File: src/rtl/cla_seq_pkg.sv
// Shared types and helpers for the sequenced carry-lookahead adder.
package cla_seq_pkg;

  typedef enum logic [1:0] {
    IDLE = 2'd0,
    RUN  = 2'd1,
    DONE = 2'd2
  } state_t;

  localparam int NIB_BITS = 4;

  // Nibble index width; a single-nibble adder still needs a 1-bit index.
  function automatic int k_width(input int nib);
    return (nib > 1) ? $clog2(nib) : 1;
  endfunction

endpackage

File: src/rtl/cla_seq_adder_cla4_nibble.sv
// 4-bit combinational carry-lookahead slice: all internal carries are
// formed directly from generate/propagate terms, not rippled.
module cla4_nibble
  import cla_seq_pkg::*;
(
  input  logic [NIB_BITS-1:0] a,
  input  logic [NIB_BITS-1:0] b,
  input  logic                cin,
  output logic [NIB_BITS-1:0] sum,
  output logic                cout
);

  logic [NIB_BITS-1:0] p;
  logic [NIB_BITS-1:0] g;
  logic [NIB_BITS:0]   c;

  assign p = a ^ b;
  assign g = a & b;

  assign c[0] = cin;
  assign c[1] = g[0] | (p[0] & cin);
  assign c[2] = g[1] | (p[1] & g[0]) | (p[1] & p[0] & cin);
  assign c[3] = g[2] | (p[2] & g[1]) | (p[2] & p[1] & g[0])
              | (p[2] & p[1] & p[0] & cin);
  assign c[4] = g[3] | (p[3] & g[2]) | (p[3] & p[2] & g[1])
              | (p[3] & p[2] & p[1] & g[0])
              | (p[3] & p[2] & p[1] & p[0] & cin);

  assign sum  = p ^ c[NIB_BITS-1:0];
  assign cout = c[NIB_BITS];

endmodule

File: src/rtl/cla_seq_adder.sv
// Sequenced WIDTH-bit adder: one 4-bit CLA slice reused over WIDTH/4 cycles,
// carry held in a register between nibbles, valid/ready framed.
// Optional build macro: CLA_SEQ_SUB_EN adds a 'sub' port (a - b).
module cla_seq_adder
  import cla_seq_pkg::*;
#(
  parameter int WIDTH = 16
) (
  input  logic             clk,
  input  logic             rst_n,
  input  logic             start_valid,
  output logic             start_ready,
  input  logic [WIDTH-1:0] a,
  input  logic [WIDTH-1:0] b,
  input  logic             cin,
`ifdef CLA_SEQ_SUB_EN
  input  logic             sub,
`endif
  output logic             res_valid,
  input  logic             res_ready,
  output logic [WIDTH-1:0] sum,
  output logic             cout,
  output logic             busy
);

  localparam int NIB = WIDTH / NIB_BITS;
  localparam int KW  = k_width(NIB);
  localparam logic [KW-1:0] K_LAST = KW'(NIB - 1);

  // Width must split into whole nibbles.
  if ((WIDTH % NIB_BITS) != 0 || WIDTH < NIB_BITS) begin : g_width_check
    $error("cla_seq_adder: WIDTH must be a multiple of 4 and at least 4");
  end

  state_t state, state_next;

  logic [WIDTH-1:0]    op_a;
  logic [WIDTH-1:0]    op_b;
  logic                carry;
  logic [KW-1:0]       k;
  logic [WIDTH-1:0]    b_eff;
  logic                cin_eff;
  logic [NIB_BITS-1:0] nib_a;
  logic [NIB_BITS-1:0] nib_b;
  logic [NIB_BITS-1:0] nib_sum;
  logic                nib_cout;

  // Subtract is a + ~b + 1, so it reuses the add path with the operand
  // inverted and the carry forced high at accept.
`ifdef CLA_SEQ_SUB_EN
  assign b_eff   = sub ? ~b : b;
  assign cin_eff = sub | cin;
`else
  assign b_eff   = b;
  assign cin_eff = cin;
`endif

  assign nib_a = op_a[{k, 2'b00} +: NIB_BITS];
  assign nib_b = op_b[{k, 2'b00} +: NIB_BITS];

  cla4_nibble u_slice (
    .a    (nib_a),
    .b    (nib_b),
    .cin  (carry),
    .sum  (nib_sum),
    .cout (nib_cout)
  );

  // Handshake outputs decode registered state only.
  assign start_ready = (state == IDLE);
  assign res_valid   = (state == DONE);
  assign busy        = (state != IDLE);

  // State register.
  always_ff @(posedge clk or negedge rst_n) begin
    if (!rst_n) state <= IDLE;
    else        state <= state_next;
  end

  // Next-state decode.
  always_comb begin
    state_next = state;
    unique case (state)
      IDLE:    if (start_valid)  state_next = RUN;
      RUN:     if (k == K_LAST)  state_next = DONE;
      DONE:    if (res_ready)    state_next = IDLE;
      default:                   state_next = IDLE;
    endcase
  end

  // Operand capture at accept; operands are only read in RUN so need no reset.
  always_ff @(posedge clk) begin
    if (state == IDLE && start_valid) begin
      op_a <= a;
      op_b <= b_eff;
    end
  end

  // Nibble sequencing: one slice result per RUN cycle, carry chained via register.
  always_ff @(posedge clk or negedge rst_n) begin
    if (!rst_n) begin
      k     <= '0;
      carry <= 1'b0;
      sum   <= '0;
      cout  <= 1'b0;
    end else begin
      unique case (state)
        IDLE: begin
          if (start_valid) begin
            k     <= '0;
            carry <= cin_eff;
          end
        end
        RUN: begin
          sum[{k, 2'b00} +: NIB_BITS] <= nib_sum;
          carry                       <= nib_cout;
          if (k == K_LAST) begin
            cout <= nib_cout;
            k    <= '0;
          end else begin
            k <= k + 1'b1;
          end
        end
        default: ;
      endcase
    end
  end

endmodule
File: config.mk
export PLATFORM = sky130hd
export DESIGN_NAME = cla_seq_adder
export DESIGN_NICKNAME = d
export VERILOG_FILES = /design/src/rtl/cla_seq_pkg.sv /design/src/rtl/cla_seq_adder_cla4_nibble.sv /design/src/rtl/cla_seq_adder.sv
export SDC_FILE = /design/constraint.sdc
export NUM_CORES = 1
export LEC_CHECK = 0
export ABC_AREA = 0
export ABC_CLOCK_PERIOD_IN_PS = 2790
export BUFFER_PORTS_ARGS = -buffer_cell sky130_fd_sc_hd__buf_2
export CORE_MARGIN = 10
export CORE_UTILIZATION = 25
export DETAILED_ROUTE_END_ITERATION = 8
export GPL_TIMING_DRIVEN = 0
export PLACE_DENSITY_LB_ADDON = 0.25
export SLEW_MARGIN = 40
export SYNTH_ARGS = -nofsm -noshare
export SYNTH_HDL_FRONTEND = slang
export SYNTH_HIERARCHICAL = 1
export SYNTH_SLANG_ARGS = --single-unit
File: constraint.sdc
create_clock -name clk -period 2.79 [get_ports clk]
set_input_delay 0.558 -clock clk [delete_from_list [all_inputs] [get_ports clk]]
set_output_delay 0.558 -clock clk [all_outputs]
set_load 0.03 [all_outputs]
==> flow_results.xml <==
<?xml version="1.0" encoding="UTF-8"?>
<metrics>
  <group name="die">
    <metric name="die_x" unit="µm">116.9</metric>
    <metric name="core_region_area" unit="µm²">9196</metric>
    <metric name="initial_core_utilization" unit="%">25.52</metric>
    <metric name="io_pins" unit="">57</metric>
    <metric name="chipHeight" unit="µm">116.9</metric>
    <metric name="floorplan.rows" unit="">35</metric>
    <metric name="fp.dieArea" unit="µm²">13660</metric>
  </group>
  <group name="sta">
    <metric name="slew_at_the_pin_closest_to_its_max_slew_limit" unit="ps">713.4</metric>
    <metric name="timing_max_transition_violations_final" unit="">0</metric>
    <metric name="timing.final.setup_violations" unit="">0</metric>
    <metric name="fmaxAchievable" unit="GHz">0.3908</metric>
    <metric name="whs" unit="ps">196.3</metric>
    <metric name="rsz0062_at_grt" unit="">no</metric>
    <metric name="slew_headroom" unit="%">52.44</metric>
    <metric name="hold_violations" unit="">0</metric>
    <metric name="final.period_utilization" unit="%">91.71</metric>
    <metric name="fin_clk_skew" unit="ps">15.90</metric>
    <metric name="period_needed" unit="ps">2559</metric>
  </group>
  <group name="finish">
    <metric name="layout.cells.most_common_list" unit="">56 x sky130_fd_sc_hd__buf_2, 32 x sky130_fd_sc_hd__edfxtp_1, 21 x sky130_fd_sc_hd__nand2_1, 21 x sky130_fd_sc_hd__dfrtp_1</metric>
    <metric name="syn_to_final_growth" unit="%">23.93</metric>
    <metric name="mostFrequentLayoutCell" unit="">sky130_fd_sc_hd__buf_2</metric>
    <metric name="layout.filler_cells" unit="">939</metric>
    <metric name="diodes" unit="">0</metric>
    <metric name="layout-drive-gt1-share" unit="%">38.91</metric>
    <metric name="finalInstanceArea" unit="µm²">2909</metric>
    <metric name="num-nets-final" unit="">267</metric>
    <metric name="final_core_utilization" unit="%">31.63</metric>
  </group>
  <group name="logic_synthesis">
    <metric name="postSynthAreaPerCell" unit="µm²">15.14</metric>
    <metric name="mappedNetlistArea" unit="µm²">2347</metric>
    <metric name="synth_warnings" unit="">6</metric>
    <metric name="seq_area_frac_synth" unit="%">64.39</metric>
    <metric name="postSynthRegisterBits" unit="">54</metric>
    <metric name="post_synth_num_cell_types" unit="">34</metric>
    <metric name="syn_inst" unit="">155</metric>
    <metric name="net_count_of_the_mapped_netlist" unit="">202</metric>
  </group>
  <group name="setup_path">
    <metric name="classification_of_the_worst_setup_path" unit="">register to register</metric>
    <metric name="worst-r2r-setup-slack" unit="ps">230</metric>
    <metric name="crit_required" unit="ps">2980</metric>
    <metric name="reg2regPathDepth" unit="">8</metric>
    <metric name="cp_max_fo" unit="">10</metric>
    <metric name="critical_path.endpoint_type" unit="">register</metric>
    <metric name="r2r_start" unit="">k[0]</metric>
    <metric name="timing.rr.end" unit="">sum[2]</metric>
    <metric name="timing.critical_path.from_type" unit="">register</metric>
    <metric name="worstPathArrival" unit="ps">2750</metric>
  </group>
  <group name="placement">
    <metric name="placedInstanceArea" unit="µm²">2768</metric>
    <metric name="number_of_port_buffers" unit="">56</metric>
    <metric name="final_weighted_congestion_in_routability_driven_placement" unit="">0.7190</metric>
    <metric name="detailed_place_hpwl" unit="mm">3.821</metric>
  </group>
  <group name="routing">
    <metric name="wirelength" unit="mm">4.906</metric>
    <metric name="antenna_violating_nets_post_route" unit="">0</metric>
    <metric name="dr_total_vias" unit="">1407</metric>
    <metric name="route.detailed.wl_per_inst" unit="µm">14.78</metric>
    <metric name="drc" unit="">0</metric>
    <metric name="via_per_inst" unit="">4.238</metric>
    <metric name="detail_route.first_pass.iterations" unit="">4</metric>
    <metric name="drt-initial-drc-count" unit="">27</metric>
  </group>
  <group name="pwr">
    <metric name="vdd.ir_drop.worst" unit="mV">0.3760</metric>
    <metric name="power.density_cell_area" unit="nW/µm²">1182</metric>
    <metric name="static_leakage" unit="nW">1.280</metric>
  </group>
  <group name="grt">
    <metric name="largest_net_degree_at_the_start_of_global_routing" unit="">33</metric>
    <metric name="grt_util_all_layers" unit="%">7.726</metric>
    <metric name="grt-ovfl-total" unit="">0</metric>
    <metric name="first_pass_grt_wire_length" unit="mm">8.211</metric>
    <metric name="grt_pass1_vias" unit="">1633</metric>
    <metric name="grt_antenna_before_repair" unit="">0</metric>
  </group>
  <group name="cts">
    <metric name="htreeDepth" unit="">2</metric>
    <metric name="holdBufCountCts" unit="">0</metric>
    <metric name="numCtsBuffers" unit="">5</metric>
    <metric name="cts_root_buf" unit="">sky130_fd_sc_hd__clkbuf_8</metric>
    <metric name="cts.clk_slew.worst_paths" unit="ps">110</metric>
    <metric name="clock_path_buffers" unit="">2</metric>
    <metric name="insertion_delay" unit="ps">310</metric>
    <metric name="sink_count" unit="">54</metric>
    <metric name="tritoncts" unit="">yes</metric>
  </group>
  <group name="status">
    <metric name="status" unit="">finished, final reports clean</metric>
  </group>
  <group name="flow_run">
    <metric name="total_of_max_cap_violations" unit="">0</metric>
  </group>
  <group name="hold_path">
    <metric name="hold_path.class" unit="">input pin to asynchronous set/reset pin</metric>
  </group>
</metrics>
[metal layers]
layer | up-vias | GRT usage (%) | wire length, µm
met5 | - | 0 | 0
met4 | 0 | 2.224 | 57
met3 | 7 | 3.415 | 407
met2 | 43 | 12.00 | 2288
met1 | 651 | 9.496 | 2153
li1 | 706 | - | -
[critical path, stage by stage (launching register included)]
cell,delay (ps)
sky130_fd_sc_hd__dfrtp_2,400
sky130_fd_sc_hd__clkbuf_8,200
sky130_fd_sc_hd__mux4_2,550
sky130_fd_sc_hd__ha_1,310
sky130_fd_sc_hd__a21o_1,190
sky130_fd_sc_hd__a21oi_1,170
sky130_fd_sc_hd__xnor2_1,230
sky130_fd_sc_hd__nand2b_1,120
sky130_fd_sc_hd__o41ai_1,260
[synthesized netlist by cell type]
cell                       instances  share of area, %
sky130_fd_sc_hd__a21o_1            3              0.96
sky130_fd_sc_hd__a21oi_1           3              0.64
sky130_fd_sc_hd__a22o_1            7               2.6
sky130_fd_sc_hd__a22oi_1           1              0.32
sky130_fd_sc_hd__a31o_1            1              0.37
sky130_fd_sc_hd__a32o_1            1              0.43
sky130_fd_sc_hd__and2_1            1              0.27
sky130_fd_sc_hd__and2b_1           1              0.32
sky130_fd_sc_hd__and4_1            1              0.37
sky130_fd_sc_hd__and4_4            1              0.48
sky130_fd_sc_hd__and4bb_1          1              0.53
sky130_fd_sc_hd__and4bb_2          1              0.53
sky130_fd_sc_hd__buf_4             2              0.64
sky130_fd_sc_hd__clkbuf_1          1              0.16
sky130_fd_sc_hd__clkbuf_8          1              0.59
sky130_fd_sc_hd__dfrtp_1          22                23
sky130_fd_sc_hd__edfxtp_1         32                41
sky130_fd_sc_hd__fa_1              1              0.85
sky130_fd_sc_hd__ha_1              9               4.8
sky130_fd_sc_hd__inv_1            10               1.6
sky130_fd_sc_hd__mux2_2            1              0.48
sky130_fd_sc_hd__mux4_1            2               2.2
sky130_fd_sc_hd__mux4_2            6               5.8
sky130_fd_sc_hd__nand2_1          21               3.4
sky130_fd_sc_hd__nand2b_1          1              0.27
sky130_fd_sc_hd__nand3b_2          2              0.96
sky130_fd_sc_hd__nor2_1            4              0.64
sky130_fd_sc_hd__nor2b_1           1              0.27
sky130_fd_sc_hd__nor3b_2           1              0.53
sky130_fd_sc_hd__nor4b_2           1              0.64
sky130_fd_sc_hd__o21ai_0          10               2.1
sky130_fd_sc_hd__o41ai_1           2              0.75
sky130_fd_sc_hd__xnor2_1           2              0.75
sky130_fd_sc_hd__xor2_1            1              0.37
[through the flow]
| step | total power, mW | setup WS [ps] | std cells | TNS (ps) |
|---|---|---|---|---|
| 2_1_floorplan | 2.419 | 330.8 | 155 | 0 |
| 4_1_cts | 3.497 | 27.28 | 330 | 0 |
| 3_5_place_dp | 2.930 | -59.85 | 322 | -99.29 |
| 6_report | 3.439 | 231.3 | 332 | 0 |
| 3_3_place_gp | 2.914 | -58.48 | 322 | -87.53 |
| 5_1_grt | 3.741 | 94.84 | 332 | 0 |
[worst max path at each step]
stage / start / end / slack, ps / cells after the start
CTS: k[1] / sum[2] / 30 / 8
finish: k[0] / sum[2] / 230 / 8
floorplan: k[0] / cout / 330 / 7
global route: k[0] / sum[2] / 90 / 8
detailed placement: k[0] / sum[15] / -60 / 8
global placement: k[0] / sum[15] / -60 / 8
[what timing repair did]
item / CTS / global route
gates resized for setup: 2 / 2
setup buffers: 0 / 2
endpoints found under the setup margin: 5 / 6
[sequential cells by signal (all words and copies together) (netlist names)]
name	cells
carry	1
op_b	16
op_a	16
state	2
cout	1
k	2
sum	16
[report_power, final]
group	switching (mW)	internal, mW
Sequential	0.0848	1.10
Combinational	1.08	0.645
Clock	0.266	0.272
Total	1.43	2.01
[logic make-up (layout without fill, tap and decap cells)]
group,Yosys count,in the layout,share of synthesized area (%)
buf+inv,14,80,2.985
xor+xnor,3,3,1.120
fa+ha+maj,10,10,5.650
mux,9,9,8.475
compound gates,28,28,8.209
simple gates,37,37,9.169
flops,54,54,64.39
[layout make-up]
cell class	count	area [µm²]	share of cell area [%]
Timing Repair Buffer	58	295.3	10.15
Clock buffer	5	68.82	2.366
Tap cell	111	138.9	4.774
Inverter	10	37.54	1.290
Clock inverter	3	47.55	1.634
Multi-Input combinational cell	87	774.5	26.62
Buffer	4	33.78	1.161
Sequential cell	54	1513	52.00
(Power assumes the default switching activity.)
